**config.mk**
```make
export PLATFORM = sky130hd
export DESIGN_NAME = reg_bank
export DESIGN_NICKNAME = d
export VERILOG_FILES = /design/src/rtl/reg_bank_pkg.sv /design/src/rtl/reg_bank_read_port.sv /design/src/rtl/reg_bank.sv
export SDC_FILE = /design/constraint.sdc
export NUM_CORES = 2
export LEC_CHECK = 0
export CAP_MARGIN = 20
export CORE_ASPECT_RATIO = 1.4
export CORE_MARGIN = 2
export CORE_UTILIZATION = 63
export DETAILED_ROUTE_END_ITERATION = 6
export PLACE_DENSITY = 0.84
export SYNTH_ARGS = -nofsm -noshare
export SYNTH_HDL_FRONTEND = slang
export SYNTH_SLANG_ARGS = --single-unit
export TNS_END_PERCENT = 10
```
**constraint.sdc**
```tcl
create_clock -name clk -period 2.2 [get_ports clk]
set_clock_uncertainty 0.15 [all_clocks]
set_input_delay 0.22 -clock clk [delete_from_list [all_inputs] [get_ports clk]]
set_output_delay 0.22 -clock clk [all_outputs]
set_load 0.02 [all_outputs]
```
**src/rtl/reg_bank_pkg.sv**
```systemverilog
// Shared constants for the MIPS-style register file and its neighbours (destination select).
// Latency: n/a (package only).
// Backpressure: n/a (package only).
package reg_bank_pkg;

    // Default geometry of the register file.
    localparam int unsigned DEF_DATA_W   = 32;
    localparam int unsigned DEF_ADDR_W   = 5;
    localparam int unsigned DEF_SP_RESET = 227;

    // Architecturally special register indices.
    localparam logic [4:0] REG_ZERO = 5'd0;   // hard-wired zero
    localparam logic [4:0] REG_SP   = 5'd29;  // stack pointer, non-zero reset value
    localparam logic [4:0] REG_RA   = 5'd31;  // link register written by jal

    // True when a write to this index may change architectural state.
    function automatic logic is_writable(input logic [4:0] idx);
        return idx != REG_ZERO;
    endfunction

endpackage : reg_bank_pkg

```
**src/rtl/reg_bank_read_port.sv**
```systemverilog
// One combinational read port: array index mux, register-0 force-zero, optional write-through bypass.
// Latency: zero cycles, purely combinational from rd_addr / bypass inputs to rd_dat.
// Backpressure: none; always returns data. Bypass compiled in only with REG_BANK_BYPASS_EN.
module reg_bank_read_port
    import reg_bank_pkg::*;
#(
    parameter int unsigned DATA_W = DEF_DATA_W,
    parameter int unsigned ADDR_W = DEF_ADDR_W
) (
    input  logic [(2**ADDR_W)-1:0][DATA_W-1:0] regs,
    input  logic [ADDR_W-1:0]                  rd_addr,
    input  logic                               byp_vld,
    input  logic [ADDR_W-1:0]                  byp_addr,
    input  logic [DATA_W-1:0]                  byp_dat,
    output logic [DATA_W-1:0]                  rd_dat
);

`ifndef REG_BANK_BYPASS_EN
    // Without forwarding the in-flight write is invisible until the clock edge.
    logic unused_byp;
    assign unused_byp = ^{byp_vld, byp_addr, byp_dat};
`endif

    // Select stored word, optionally override with the in-flight write, then force index 0 to zero.
    always_comb begin
        rd_dat = regs[rd_addr];
`ifdef REG_BANK_BYPASS_EN
        if (byp_vld && (byp_addr == rd_addr)) begin
            rd_dat = byp_dat;
        end
`endif
        // Applied last so a forwarded write to index 0 can never leak out.
        if (rd_addr == '0) begin
            rd_dat = '0;
        end
    end

endmodule : reg_bank_read_port

```
**src/rtl/reg_bank.sv**
```systemverilog
// 32x32 register file: one synchronous write port, two combinational read ports; optional REG_BANK_BYPASS_EN.
// Latency: reads zero cycles; writes visible the cycle after the write edge (same cycle when bypassed).
// Backpressure: none; a write is accepted every cycle RegWrite is high, reset discards it.
module reg_bank
    import reg_bank_pkg::*;
#(
    parameter int unsigned        DATA_W   = DEF_DATA_W,
    parameter int unsigned        ADDR_W   = DEF_ADDR_W,
    parameter logic [DATA_W-1:0]  SP_RESET = DATA_W'(DEF_SP_RESET)
) (
    input  logic              clk,
    input  logic              reset,
    input  logic              RegWrite,
    input  logic [ADDR_W-1:0] WriteReg,
    input  logic [DATA_W-1:0] WriteData,
    input  logic [ADDR_W-1:0] ReadReg1,
    input  logic [ADDR_W-1:0] ReadReg2,
    output logic [DATA_W-1:0] ReadData1,
    output logic [DATA_W-1:0] ReadData2
);

    localparam int unsigned NREG   = 2**ADDR_W;
    localparam int unsigned SP_IDX = int'(REG_SP);

    typedef logic [NREG-1:0][DATA_W-1:0] regs_t;

    // Reset image: everything zero except the stack pointer.
    function automatic regs_t reset_image();
        regs_t img;
        img         = '0;
        img[SP_IDX] = SP_RESET;
        return img;
    endfunction

    regs_t regs_q;
    regs_t regs_d;
    logic  wr_en;

    // A write only counts when enabled and not aimed at the hard-wired zero register.
    assign wr_en = RegWrite && is_writable(5'(WriteReg));

    // Next-state of the array: single-entry write decode, entry 0 pinned to zero.
    always_comb begin
        regs_d = regs_q;
        if (wr_en) begin
            regs_d[WriteReg] = WriteData;
        end
        regs_d[0] = '0;
    end

    // Register array; asynchronous reset dominates any write in the same cycle.
    always_ff @(posedge clk or negedge reset) begin
        if (!reset) begin
            regs_q <= reset_image();
        end else begin
            regs_q <= regs_d;
        end
    end

    // Forwarding qualifier: a live write, outside reset.
    logic byp_vld;
    assign byp_vld = RegWrite && reset;

    reg_bank_read_port #(
        .DATA_W (DATA_W),
        .ADDR_W (ADDR_W)
    ) u_rd_port1 (
        .regs     (regs_q),
        .rd_addr  (ReadReg1),
        .byp_vld  (byp_vld),
        .byp_addr (WriteReg),
        .byp_dat  (WriteData),
        .rd_dat   (ReadData1)
    );

    reg_bank_read_port #(
        .DATA_W (DATA_W),
        .ADDR_W (ADDR_W)
    ) u_rd_port2 (
        .regs     (regs_q),
        .rd_addr  (ReadReg2),
        .byp_vld  (byp_vld),
        .byp_addr (WriteReg),
        .byp_dat  (WriteData),
        .rd_dat   (ReadData2)
    );

endmodule : reg_bank

```
==> summary.txt <==
Synthesis
  – Commonest cells in the netlist: mux2_2, dfrtp_1, mux2i_1
  – Cell with the most instances after synthesis: mux2_2
  – Most used DFF post-synth: dfrtp_1
  – Post-Syn Nets: 4109
  – YS warnings: 0
  – Area fraction of the dominant cell type after synthesis: a little under half
  – FFs w/ async S/R, synth: 100%
  – Mapped Cells: 4059
  – Leading area contributor after synthesis: dfrtp_1
  – Sequential area share after synthesis: about 46%
  – Top cells by area, synth: dfrtp_1, mux2_2, mux2i_1
  – Avg Cell Area, Syn: ~13 um^2
  – Synth Register Bits: between 900 and 1000
  – Post-synth EDFFs: 0
  – Mapped Area: between 50000 and 60000 um^2
  – Yosys cell types: 38

Timing
  – RSZ-0062 raised after global routing: true
  – Slew Limit Fails: 0
  – Relative slew slack: around 29%
  – Hold_ws: roughly 0.021 ns
  – Setup ws final: -0.941 ns
  – Post-route minimum period: 3.14 ns
  – Final setup viols: 64
  – Final count of hold timing violations: 0
  – Setup_tns: -40.93 ns
  – Actual slew at the worst max-slew pin: 1.07 ns
  – Post-route clock period utilization: 143%
  – FMAX: 0.318 GHz

Setup path
  – CP max stage delay: 0.59 ns
  – Cell Chain, Critical Path: mux2i_1, o22ai_1, nor3_1, nor4_2, buf_4, buf_2
  – Worst reg2reg endpoint: regs_q[41]
  – Reg2reg path depth: 2
  – Critical path startpoint: regs_q[841]
  – Crit Path Category: reg -> out
  – Crit. End Element: output port
  – R2R Path Start: regs_q[41]
  – Buf+Inv Stages, Crit Path: 2
  – Slowest stage cell, crit path: o22ai_1
  – Critical Path Sink: ReadData2[9]
  – Crit path required time: ~1.8 ns
  – Crit start category: flip-flop
  – WP data arrival: 2.77 ns
  – Crit path max fanout: 3
  – Instance count on the critical path: 6
  – R2R Setup Slk: 0.91 ns
  – Delay-heaviest family, CP: compound AO/OA/AOI/OAI gates

Place
  – Cells after DPL: 5483
  – DPL Wire Length: approximately 120000 um
  – Buffers on Ports: 113
  – GP Congestion: 0.944
  – Placed Instance Area: 61000 um^2
  – Post-placement setup slack: -1.16 ns

Routing
  – DRC: 4
  – Post-DRT Antenna Nets: 0
  – Routed len/inst: between 30 and 40 um
  – Routed via count: ~45000
  – Starting DRT DRC Count: 7047
  – Final WL: between 200000 and 250000 um
  – Via-to-Cell Ratio: 8.00
  – Drt pass-1 iters: 7

Pwr
  – P_leak: ~30 nW
  – NetSw: between 15 and 20 mW
  – Sw Share: between 30% and 40%
  – Sequential share of power: between 40 and 50%
  – PwrDens: 894 nW/um^2
  – Clock share of power: 31.9%
  – Combinational fraction of design power: about a quarter
  – Max VDD drop: about 0.63 mV
  – Int Power: roughly 40 mW
  – Total power: 58.6 mW

Die
  – Initial core utilization: between 60% and 70%
  – Die W: between 200 and 300 um
  – Die ar.: 87400 um^2
  – Core area: approximately 84000 um^2
  – Row cnt: roughly 130
  – DIE HEIGHT: ~350 um
  – Top-Level Pins: around 110

Finish
  – Final cell utilization of the core: 77.7%
  – Post-Layout Cell Count: approximately 5700
  – Area Overhead vs Synth: 22.3%
  – Largest registers: regs_q (992)
  – Fin area: around 66000 um^2
  – Layout cell share with drive strength beyond 1: 49.3%
  – Net total in the final layout: between 4000 and 5000
  – Max reg flops: between 900 and 1000
  – Largest Register: regs_q

Global route
  – Total grt overflow: 0
  – Vias in the first global route: 46384
  – First-pass GRT wire length: between 300000 and 400000 um
  – Initial antenna violation count: 15
  – Largest net degree at the start of global routing: ~120
  – Total GRT Usage: 47.0%

Run
  – Maximum Capacitance Violations: 0

Clock tree
  – CTS tree: yes
  – TritonCTS Buffers: 96
  – Clk pin slew, worst setup/hold paths: roughly 0.070 ns
  – H-tree levels: 3
  – Sink Count: roughly 990
  – Worst skew pair latency: approximately 0.74 ns
  – Clk buf depth: 3
  – Root buffer cell: clkbuf_16

Outcome
  – Status: finished, violations left
  – Violated checks: DRC, setup timing

Min path
  – Worst Hold Class: in -> async
area by class of cell:
cell class / count / area [um^2]
sequential: 992 / 24800
clock buffer: 136 / 2830
multi-input combinational: 2644 / 27700
timing repair buffer: 772 / 8150
clock inverter: 42 / 639
antenna: 12 / 30.0
tap: 1088 / 1360
fill: 4114 / 18800
worst min path at each step:
stage,startpoint,to
finish,reset,regs_q[411]
global placement,reset,regs_q[266]
CTS,reset,regs_q[998]
detailed placement,reset,regs_q[266]
floorplan,reset,regs_q[1000]
global route,reset,regs_q[902]
cell families after synthesis:
logic type / after synthesis / share of synthesized area (%)
muxes: 1824 / 39.5
DFF: 992 / 46.3
AOI/OAI and AO/OA: 508 / 6.65
buffers and inverters: 423 / 4.34
and+or+nand+nor: 312 / 3.15
metal layers:
| layer | part of all wire [%] | wire, um | track usage (%) |
|---|---|---|---|
| met1 | 31 | 66800 | 53.3 |
| met2 | 43 | 92000 | 69.4 |
| met3 | 15 | 31900 | 18.5 |
| met4 | 11 | 24400 | 40.7 |
| met5 | 0.22 | 467 | 1.12 |
power groups by stage:
stage	Sequential, mW	Clock [mW]	Combinational [mW]
CTS	24.6	18.3	13.4
detailed placement	24.8	0	12.7
floorplan	23.9	0	8.29
global route	25.4	19.3	15.0
finish	25.3	18.7	14.6
global placement	24.4	0	12.2
cells in the final DEF, fill, tap and decap left out, drive strengths merged:
cell,netlist,layout
dfrtp,987,987
bufinv,0,16
or3b,1,1
mux4,128,128
and3,1,1
clkdlybuf4s15,0,7
a21oi,36,36
a221o,64,64
nor4,36,36
dlygate4sd2,0,1
a22o,28,28
o22ai,256,256
mux2i,640,640
and2,7,7
nand2b,8,8
dfstp,5,5
nand3,2,2
or2,7,7
clkbuf,185,136
nor3,161,161
dlygate4sd3,0,2
buf,238,720
a211oi,32,32
mux2,1056,1056
nand3b,3,3
inv,0,3
dlymetal6s2s,0,1
clkinv,0,19
nand2,21,21
clkinvlp,0,4
nor3b,5,5
diode,0,12
a22oi,64,64
nor2b,41,41
and3b,1,1
bufbuf,0,1
a31oi,28,28
nor2,18,18
clkdlybuf4s50,0,40
timing repair:
item	4_1_cts	5_1_grt
hold buffers	2	0
gates cloned	1	0
setup endpoints to repair	64	64
gates resized for setup	377	69
setup buffers	10	9
pin swaps	67	24
endpoints found under the hold margin	955	0
worst min-delay path, cell delays in order:
cell and delay (ns):
dlygate4sd3_1 0.56, buf_8 0.24, buf_12 0.24
Power figures use the tool's default switching activity.
